File: src/rtl/multicycle_control_fsm_pkg.sv
// rtl/multicycle_control_fsm_pkg.sv - shared constants for the multi-cycle MIPS control unit
// State encoding, opcodes, ALU codes and datapath select codes.
package multicycle_control_fsm_pkg;

  localparam logic [3:0] S_IDLE      = 4'd0;
  localparam logic [3:0] S_FETCH     = 4'd1;
  localparam logic [3:0] S_DECODE    = 4'd2;
  localparam logic [3:0] S_R_EXEC    = 4'd3;
  localparam logic [3:0] S_R_WB      = 4'd4;
  localparam logic [3:0] S_I_EXEC    = 4'd5;
  localparam logic [3:0] S_I_WB      = 4'd6;
  localparam logic [3:0] S_MEM_ADDR  = 4'd7;
  localparam logic [3:0] S_MEM_READ  = 4'd8;
  localparam logic [3:0] S_MEM_WRITE = 4'd9;
  localparam logic [3:0] S_MEM_WB    = 4'd10;
  localparam logic [3:0] S_BRANCH    = 4'd11;
  localparam logic [3:0] S_JUMP      = 4'd12;
  localparam logic [3:0] S_TRAP      = 4'd13;

  localparam logic [5:0] OP_RTYPE = 6'b000000;
  localparam logic [5:0] OP_LW    = 6'b100011;
  localparam logic [5:0] OP_SW    = 6'b101011;
  localparam logic [5:0] OP_BEQ   = 6'b000100;
  localparam logic [5:0] OP_ADDI  = 6'b001000;
  localparam logic [5:0] OP_J     = 6'b000010;

  localparam logic [3:0] ALU_ADD = 4'b0010;
  localparam logic [3:0] ALU_SUB = 4'b0110;

  localparam logic [1:0] PC_SRC_ALU    = 2'b00;
  localparam logic [1:0] PC_SRC_ALUOUT = 2'b01;
  localparam logic [1:0] PC_SRC_JUMP   = 2'b10;

  localparam logic [1:0] SRC_B_REG     = 2'b00;
  localparam logic [1:0] SRC_B_FOUR    = 2'b01;
  localparam logic [1:0] SRC_B_IMM     = 2'b10;
  localparam logic [1:0] SRC_B_IMM_SH2 = 2'b11;

  function automatic logic is_legal_op(input logic [5:0] op);
    return (op == OP_RTYPE) || (op == OP_LW) || (op == OP_SW) ||
           (op == OP_BEQ) || (op == OP_ADDI) || (op == OP_J);
  endfunction

  function automatic logic is_wait_state(input logic [3:0] s);
    return (s == S_FETCH) || (s == S_MEM_READ) || (s == S_MEM_WRITE);
  endfunction

endpackage

File: src/rtl/multicycle_control_fsm_mem_wait_timer.sv
// rtl/multicycle_control_fsm_mem_wait_timer.sv - memory wait counter with limit detect
// Counts consecutive not-ready cycles of one memory request.
module mem_wait_timer #(
  parameter int TIMEOUT_W = 4
) (
  input  logic clk_i,
  input  logic rst_n_i,
  input  logic clr_i,
  input  logic inc_i,
  output logic limit_o
);

  // limit_o flags the cycle that would be the (2**TIMEOUT_W-1)-th wait
  localparam logic [TIMEOUT_W-1:0] LAST = TIMEOUT_W'((2 ** TIMEOUT_W) - 2);

  logic [TIMEOUT_W-1:0] cnt_q, cnt_d;

  always_comb begin
    cnt_d = cnt_q;
    if (clr_i) begin
      cnt_d = '0;
    end else if (inc_i) begin
      cnt_d = cnt_q + TIMEOUT_W'(1);
    end
  end

  always_ff @(posedge clk_i or negedge rst_n_i) begin
    if (!rst_n_i) begin
      cnt_q <= '0;
    end else begin
      cnt_q <= cnt_d;
    end
  end

  assign limit_o = (cnt_q == LAST);

endmodule

File: src/rtl/multicycle_control_fsm.sv
// rtl/multicycle_control_fsm.sv - multi-cycle MIPS control unit top
// Owns IR and the FETCH/DECODE/EXEC/MEM/WB sequencer with memory timeout trap.
module multicycle_control_fsm
  import multicycle_control_fsm_pkg::*;
#(
  parameter int DATA_W     = 32,
  parameter int REG_ADDR_W = 5,
  parameter int ALU_CTRL_W = 4,
  parameter int TIMEOUT_W  = 4
) (
  input  logic                  clk,
  input  logic                  rst_n,
  input  logic [DATA_W-1:0]     mem_rdata,
  input  logic                  mem_ready,
  input  logic                  zero,
  output logic                  mem_req,
  output logic                  mem_we,
  output logic                  i_or_d,
  output logic                  ir_write,
  output logic                  pc_en,
  output logic [1:0]            pc_src,
  output logic                  alu_src_a,
  output logic [1:0]            alu_src_b,
  output logic [ALU_CTRL_W-1:0] alu_ctrl,
  output logic [REG_ADDR_W-1:0] read_sel_a,
  output logic [REG_ADDR_W-1:0] read_sel_b,
  output logic [REG_ADDR_W-1:0] write_sel,
  output logic                  reg_write,
  output logic                  mem_to_reg,
  output logic                  illegal_op,
  output logic                  mem_timeout
);

  logic [3:0]        state_q, state_d;
  logic [DATA_W-1:0] ir_q, ir_d;
  logic              timeout_q, timeout_d;
  logic              wait_limit;
  logic              pc_write, pc_write_cond;
  logic              active;
  logic [5:0]        opcode;
  logic              unused_ir_bits;

  assign opcode         = ir_q[DATA_W-1 -: 6];
  assign unused_ir_bits = ^ir_q[10:4];

  mem_wait_timer #(.TIMEOUT_W(TIMEOUT_W)) u_wait (
    .clk_i   (clk),
    .rst_n_i (rst_n),
    .clr_i   (state_d != state_q),
    .inc_i   (is_wait_state(state_q) && !mem_ready),
    .limit_o (wait_limit)
  );

  always_comb begin
    state_d   = state_q;
    ir_d      = ir_q;
    timeout_d = timeout_q;
    case (state_q)
      S_IDLE: state_d = S_FETCH;
      S_FETCH: begin
        if (mem_ready) begin
          state_d = S_DECODE;
          ir_d    = mem_rdata;
        end else if (wait_limit) begin
          state_d = S_TRAP;
        end
      end
      S_DECODE: begin
        case (opcode)
          OP_RTYPE:      state_d = S_R_EXEC;
          OP_LW, OP_SW:  state_d = S_MEM_ADDR;
          OP_BEQ:        state_d = S_BRANCH;
          OP_ADDI:       state_d = S_I_EXEC;
          OP_J:          state_d = S_JUMP;
          default:       state_d = S_FETCH;
        endcase
      end
      S_R_EXEC:   state_d = S_R_WB;
      S_I_EXEC:   state_d = S_I_WB;
      S_MEM_ADDR: state_d = (opcode == OP_LW) ? S_MEM_READ : S_MEM_WRITE;
      S_MEM_READ: begin
        if (mem_ready) begin
          state_d = S_MEM_WB;
        end else if (wait_limit) begin
          state_d = S_TRAP;
        end
      end
      S_MEM_WRITE: begin
        if (mem_ready) begin
          state_d = S_FETCH;
        end else if (wait_limit) begin
          state_d = S_TRAP;
        end
      end
      S_R_WB, S_I_WB, S_MEM_WB, S_BRANCH, S_JUMP: state_d = S_FETCH;
      S_TRAP:  state_d = S_TRAP;
      default: state_d = S_IDLE;
    endcase
    if (state_d == S_TRAP) begin
      timeout_d = 1'b1;
    end
  end

  always_ff @(posedge clk or negedge rst_n) begin
    if (!rst_n) begin
      state_q   <= S_IDLE;
      ir_q      <= '0;
      timeout_q <= 1'b0;
    end else begin
      state_q   <= state_d;
      ir_q      <= ir_d;
      timeout_q <= timeout_d;
    end
  end

  always_comb begin
    mem_req       = 1'b0;
    mem_we        = 1'b0;
    i_or_d        = 1'b0;
    ir_write      = 1'b0;
    pc_write      = 1'b0;
    pc_write_cond = 1'b0;
    pc_src        = PC_SRC_ALU;
    alu_src_a     = 1'b0;
    alu_src_b     = SRC_B_REG;
    alu_ctrl      = '0;
    reg_write     = 1'b0;
    mem_to_reg    = 1'b0;
    illegal_op    = 1'b0;
    case (state_q)
      S_FETCH: begin
        mem_req   = 1'b1;
        alu_src_b = SRC_B_FOUR;
        alu_ctrl  = ALU_CTRL_W'(ALU_ADD);
        ir_write  = mem_ready;
        pc_write  = mem_ready;
      end
      S_DECODE: begin
        alu_src_b  = SRC_B_IMM_SH2;
        alu_ctrl   = ALU_CTRL_W'(ALU_ADD);
        illegal_op = !is_legal_op(opcode);
      end
      S_R_EXEC: begin
        alu_src_a = 1'b1;
        alu_src_b = SRC_B_REG;
        alu_ctrl  = ALU_CTRL_W'(ir_q[3:0]);
      end
      S_I_EXEC, S_MEM_ADDR: begin
        alu_src_a = 1'b1;
        alu_src_b = SRC_B_IMM;
        alu_ctrl  = ALU_CTRL_W'(ALU_ADD);
      end
      S_MEM_READ: begin
        mem_req = 1'b1;
        i_or_d  = 1'b1;
      end
      S_MEM_WRITE: begin
        mem_req = 1'b1;
        i_or_d  = 1'b1;
        mem_we  = 1'b1;
      end
      S_R_WB, S_I_WB: reg_write = 1'b1;
      S_MEM_WB: begin
        reg_write  = 1'b1;
        mem_to_reg = 1'b1;
      end
      S_BRANCH: begin
        alu_src_a     = 1'b1;
        alu_ctrl      = ALU_CTRL_W'(ALU_SUB);
        pc_write_cond = 1'b1;
        pc_src        = PC_SRC_ALUOUT;
      end
      S_JUMP: begin
        pc_write = 1'b1;
        pc_src   = PC_SRC_JUMP;
      end
      default: ;
    endcase
  end

  // Register selects are forced low outside active states so IDLE/TRAP drive all zeros
  assign active      = (state_q != S_IDLE) && (state_q != S_TRAP);
  assign pc_en       = pc_write | (pc_write_cond & zero);
  assign mem_timeout = timeout_q;
  assign read_sel_a  = active ? REG_ADDR_W'(ir_q[25:21]) : '0;
  assign read_sel_b  = active ? REG_ADDR_W'(ir_q[20:16]) : '0;
  assign write_sel   = !active ? '0 :
                       (opcode == OP_RTYPE) ? REG_ADDR_W'(ir_q[15:11]) : REG_ADDR_W'(ir_q[20:16]);

endmodule

File: config.mk
export PLATFORM = sky130hd
export DESIGN_NAME = multicycle_control_fsm
export DESIGN_NICKNAME = d
export VERILOG_FILES = /design/src/rtl/multicycle_control_fsm_pkg.sv /design/src/rtl/multicycle_control_fsm_mem_wait_timer.sv /design/src/rtl/multicycle_control_fsm.sv
export SDC_FILE = /design/constraint.sdc
export NUM_CORES = 1
export LEC_CHECK = 0
export CAP_MARGIN = 20
export CORE_ASPECT_RATIO = 0.7
export CORE_MARGIN = 2
export CORE_UTILIZATION = 38
export DETAILED_ROUTE_END_ITERATION = 12
export PLACE_DENSITY = 0.72
export REMOVE_ABC_BUFFERS = 1
export SLEW_MARGIN = 20
export SYNTH_ARGS = -nofsm -noshare
export SYNTH_HDL_FRONTEND = slang
export SYNTH_SLANG_ARGS = --single-unit
File: constraint.sdc
create_clock -name clk -period 2.5 [get_ports clk]
set_input_delay 0.75 -clock clk [delete_from_list [all_inputs] [get_ports clk]]
set_output_delay 0.75 -clock clk [all_outputs]
set_load 0.03 [all_outputs]
# [Word-level counts from Yosys, hierarchy flattened]
# Cells that the tools add are included.
[op_classes] n_addsub=1 eq_ne=22 n_mux=26 n_bitwise=2 reduce_logical=24
[ops] cell="$pmux 4 s9" n=1
[ops] cell="$eq 4x4->1 const B" n=8
[ops] cell="$mux 4" n=6
[ops] cell="$mux 5" n=4
[ops] cell="$pmux 4 s5" n=1
[ops] cell="$eq 4x3->1 const B" n=4
[ops] cell="$eq 6x6->1 const B" n=2
[ops] cell="$pmux 4 s3" n=1
[ops] cell="$mux 1" n=10
[ops] cell="$eq 4x2->1 const B" n=2
[ops] cell="$reduce_or 4->1" n=2
[ops] cell="$logic_or 1x1->1" n=7
[ops] cell="$eq 6x2->1 const B" n=1
[ops] cell="$eq 6x3->1 const B" n=1
[ops] cell="$eq 6x4->1 const B" n=1
[ops] cell="$logic_not 6->1" n=1
[ops] cell="$pmux 2 s3" n=1
[ops] cell="$reduce_or 2->1" n=3
[ops] cell="$reduce_or 3->1" n=2
[ops] cell="$reduce_or 6->1" n=1
[ops] cell="$add 4x1->4 const B" n=1
[ops] cell="$eq 4x1->1 const B" n=1
[ops] cell="$logic_not 4->1" n=1
[ops] cell="$ne 4x4->1" n=1
[ops] cell="other kinds (10)" n=12
[word_totals] reg_bits=41 input_bits=36 out_inout_bits=33 wordCells=79

# [Longest topological paths before layout]
[logic_depth] word_depth=8 depth_mapped=8 ltp_nobuf=7

# [Modules after synthesis]
# Synthesis repeated with hierarchy kept, for this count alone.
[hier_totals] hier_cells=259 hier_area_um2=2070.7
[modules_own_cells] mod="multicycle_control_fsm" instances=1 cells_each=239 area_per_inst_um2=1850.5 seq_area_each_um2=750.7
[modules_own_cells] mod="mem_wait_timer" instances=1 cells_each=20 area_per_inst_um2=220.2 seq_area_each_um2=100.1

# [Least setup slack after synthesis]
# OpenSTA, ideal clock, no wires.
[synth_timing] path_type="in2out" from="input port mem_ready" to="output port ir_write" arrival_time_ns=1.949 required_time_ns=1.750 slack_ns=-0.199 stages=6 path_buffers=3 path_cell_list="clkbuf_1 -> inv_1 -> or3_1 -> clkbuf_1 -> inv_2 -> buf_2"
[synth_between] elab_chain_cells=1
[synth_lines] element="from (decl)" line_no="multicycle_control_fsm.sv:14" rtl="input logic mem_ready,"
[synth_lines] element="$mux 1" line_no="multicycle_control_fsm.sv:130" rtl="case (state_q)"
[synth_lines] element="to (decl)" line_no="multicycle_control_fsm.sv:19" rtl="output logic ir_write,"
# Every way passes these cells.

# [Worst setup path in the final report]
[layout_timing] from="register state_q[2]" to="output port pc_en"
[layout_between] elab_chain_cells=4 word_cells_on_any_way=7 cone_classes="3 x eq/ne; 2 x mux; 2 x bitwise"
[layout_lines] element="from (decl)" line_no="multicycle_control_fsm.sv:34" rtl="logic [3:0] state_q, state_d;"
[layout_lines] element="from (signal assigned)" line_no="multicycle_control_fsm.sv:110" rtl="state_q <= state_d;"
[layout_lines] element="$eq 4x4->1" line_no="multicycle_control_fsm.sv:130"
[layout_lines] element="$mux 1" line_no="multicycle_control_fsm.sv:130"
[layout_lines] element="$and 1x1->1" line_no="multicycle_control_fsm.sv:183" rtl="assign pc_en = pc_write | (pc_write_cond & zero);"
[layout_lines] element="$or 1x1->1 *" line_no="multicycle_control_fsm.sv:183"
[layout_lines] element="to (decl)" line_no="multicycle_control_fsm.sv:20" rtl="output logic pc_en,"
# Mark *: on every way between the ends. The rest lies on a longest branch, timed or not.

==> results.ini <==
[clock_network]
cts_hold_buf=0
htreeDepth=2
numCtsBuffers=5
cts_buffer_depth=2
cts_sinks=34
worstSkewPairLatency_ns=0.28
clkTransAtPathRegs_ns=0.08
root_buffer=clkbuf_8
cts_tree=yes

[status]
violations=negative setup slack
status=finished with violations

[route]
ant_nets=0
drt_iter0_drc=161
avgRoutedWirePerCell_um=14.13
drcViolationCount=0
vias=2144
routed_wl_um=6007
firstDrtPassIters=4
via_per_inst=5.045

[yosys]
ys_ff_latch=34
ys_seq_area_frac=0.4099
synthArstFlopShare=1.000
synth_ff_type=dfrtp_1
synth_cells=258
netlist_area_um2=2076
yosys.area.top_type=dfrtp_1
yosys-top-cells-area=dfrtp_1, nand2_1, nor2b_1
synth_top_area_frac=0.4099
synthDistinctLibCells=49
synth_enable_flop_cells=0
synth_warnings=0
syn_avg_cell_area_um2=8.046

[timing]
setup_violations=1
max_freq_ghz=0.3987
fin_crit_sh=1.003
slew_headroom=0.6723
fin_crit_ns=2.508
finalHoldViolations=0
skew_ns=0.005840
layout_setup_ws_ns=-0.008274
maxSlewViolCount=0
tightestPinTransition_ns=0.4792
rsz0062_at_grt=yes

[critical_path]
path_class=flip-flop to output pin
crit_end=pc_en
reg2reg_slack_ns=0.08
worstReg2RegStart=state_q[0]$_DFF_PN0_
critPathLaunchType=flip-flop
rr_worst_depth=9
arrival_ns=1.76
cp.required_ns=1.75
r2r_end=u_wait.cnt_q[1]$_DFFE_PN0P_
crit_start=state_q[2]$_DFF_PN0_
endpoint_kind=output pin
cp_max_fo=6

[grt]
track_usage=0.2016
grt_pass1_vias=2035
grt-ovfl-total=0
grt_max_degree=35
grt_pass1_wl_um=9625
antenna_found_initial=0

[flow_run]
max_cap_viol_count=0

[finish]
final_area_um2=3288
nets=390
final_cells=425
mostFrequentLayoutCells=nand2_1, buf_4, dfrtp_1
layout_commonest_cell=nand2_1
syn_to_final_growth_pct=58.41
diodes=0
drive_gt1_frac=0.3286

[power]
p_per_area_nw_per_um2=1477
internal-power_mw=2.649
comb_power_share=0.668
netSwitchingPower_mw=2.208
seqPwrFrac=0.206
swShare=0.4546
ir_worst_vdd_uv=793.7
p_leak_nw=1.544
pwr-share-clk=0.126

[die]
die_w_um=92.34
die_h_um=65.84
coreArea_um2=5258
row_count=22
initial_core_util=0.3948
dieArea_um2=6079
ioPinCount=69

[place]
portBuffers=61
placed_cell_area_um2=2840
dp_cells=395
dp_hpwl_um=3965
gp_congestion=0.8726

[min_path]
hold_class=flip-flop to flip-flop

-- registers in the layout (all words and copies together) (netlist names) --
name / flops
ir_q: 25
u_wait.cnt_q: 4
state_q: 4
mem_timeout: 1
-- critical path, cell delays in order, from the launching register on --
cell     delay (ns)
dfrtp_1        0.41
buf_6          0.15
or2_4          0.24
or3_4          0.35
inv_4          0.08
a211o_1        0.11
buf_6          0.13
-- kinds of logic after synthesis --
group,count (synthesis),synth area share
simple gates,161,0.3683
buf+inv,21,0.04520
compound gates,33,0.1338
fa+ha+maj,3,0.01688
mux,1,0.004822
xor+xnor,5,0.02110
flops,34,0.4099
-- cells in the mapped netlist, drive strengths merged, types with 2 or more instances --
cell type / number
nand2: 87
dfrtp: 34
nor2: 17
a21oi: 14
nor2b: 12
nor3: 10
clkbuf: 9
nand2b: 7
nand3: 7
buf: 6
inv: 6
and2: 4
or3: 4
o21ai: 3
o32ai: 3
xnor2: 3
a2111oi: 2
a211oi: 2
and3: 2
ha: 2
nand4: 2
o311ai: 2
or2: 2
xor2: 2
-- layer usage --
metal,wire length (µm),GRT usage
met5,0,0
met2,2730,0.3057
met1,2769,0.2839
met4,21,0.04851
met3,487,0.06043
-- how the worst min path moves through the flow --
stage,end,slack (ns),startpoint,cells after the start
6_report,ir_q[22]$_DFFE_PN0P_,0.47,ir_q[22]$_DFFE_PN0P_,2
5_1_grt,mem_timeout$_DFFE_PN0N_,0.50,mem_timeout$_DFFE_PN0N_,1
4_1_cts,ir_q[0]$_DFFE_PN0P_,0.47,ir_q[0]$_DFFE_PN0P_,2
3_5_place_dp,ir_q[22]$_DFFE_PN0P_,0.46,ir_q[22]$_DFFE_PN0P_,2
3_3_place_gp,ir_q[23]$_DFFE_PN0P_,0.45,ir_q[23]$_DFFE_PN0P_,2
2_1_floorplan,ir_q[0]$_DFFE_PN0P_,0.44,ir_q[0]$_DFFE_PN0P_,2
-- what timing repair did --
item | CTS | global route
setup buffers | 6 | 14
setup endpoints to repair | 23 | 17
gates cloned | 1 | 1
pin swaps | 5 | 7
gates resized for setup | 76 | 43
-- area by class of cell --
| class | instances | area [µm²] |
|---|---|---|
| tap | 72 | 90.09 |
| multi-input combinational | 203 | 1242 |
| sequential | 34 | 855.8 |
| fill | 445 | 1969 |
| clock inverter | 3 | 68.82 |
| clock buffer | 5 | 68.82 |
| timing repair buffer | 102 | 937.1 |
| inverter | 6 | 25.02 |
-- power by group through the flow --
stage	combinational (mW)	sequential (mW)	clock, mW
3_3_place_gp	2.66	0.990	0
4_1_cts	2.87	0.985	0.626
3_5_place_dp	2.68	1.00	0
5_1_grt	3.50	1.03	0.647
2_1_floorplan	1.52	1.05	0
6_report	3.24	1.00	0.612
-- stage by stage --
stage / hold WS [ns] / setup slack, ns / setup TNS [ns] / utilization / power, mW
floorplan: 0.4374 / -0.4470 / -2.242 / - / 2.569
global placement: 0.4500 / -0.2968 / -1.217 / 0.5402 / 3.651
detailed placement: 0.4553 / -0.3011 / -1.340 / 0.5402 / 3.687
CTS: 0.4727 / -0.05285 / -0.1164 / 0.5845 / 4.476
global route: 0.5021 / -0.06809 / -0.4226 / 0.6254 / 5.177
finish: 0.4719 / -0.008274 / -0.008274 / 0.6254 / 4.857
(Power assumes the default switching activity.)
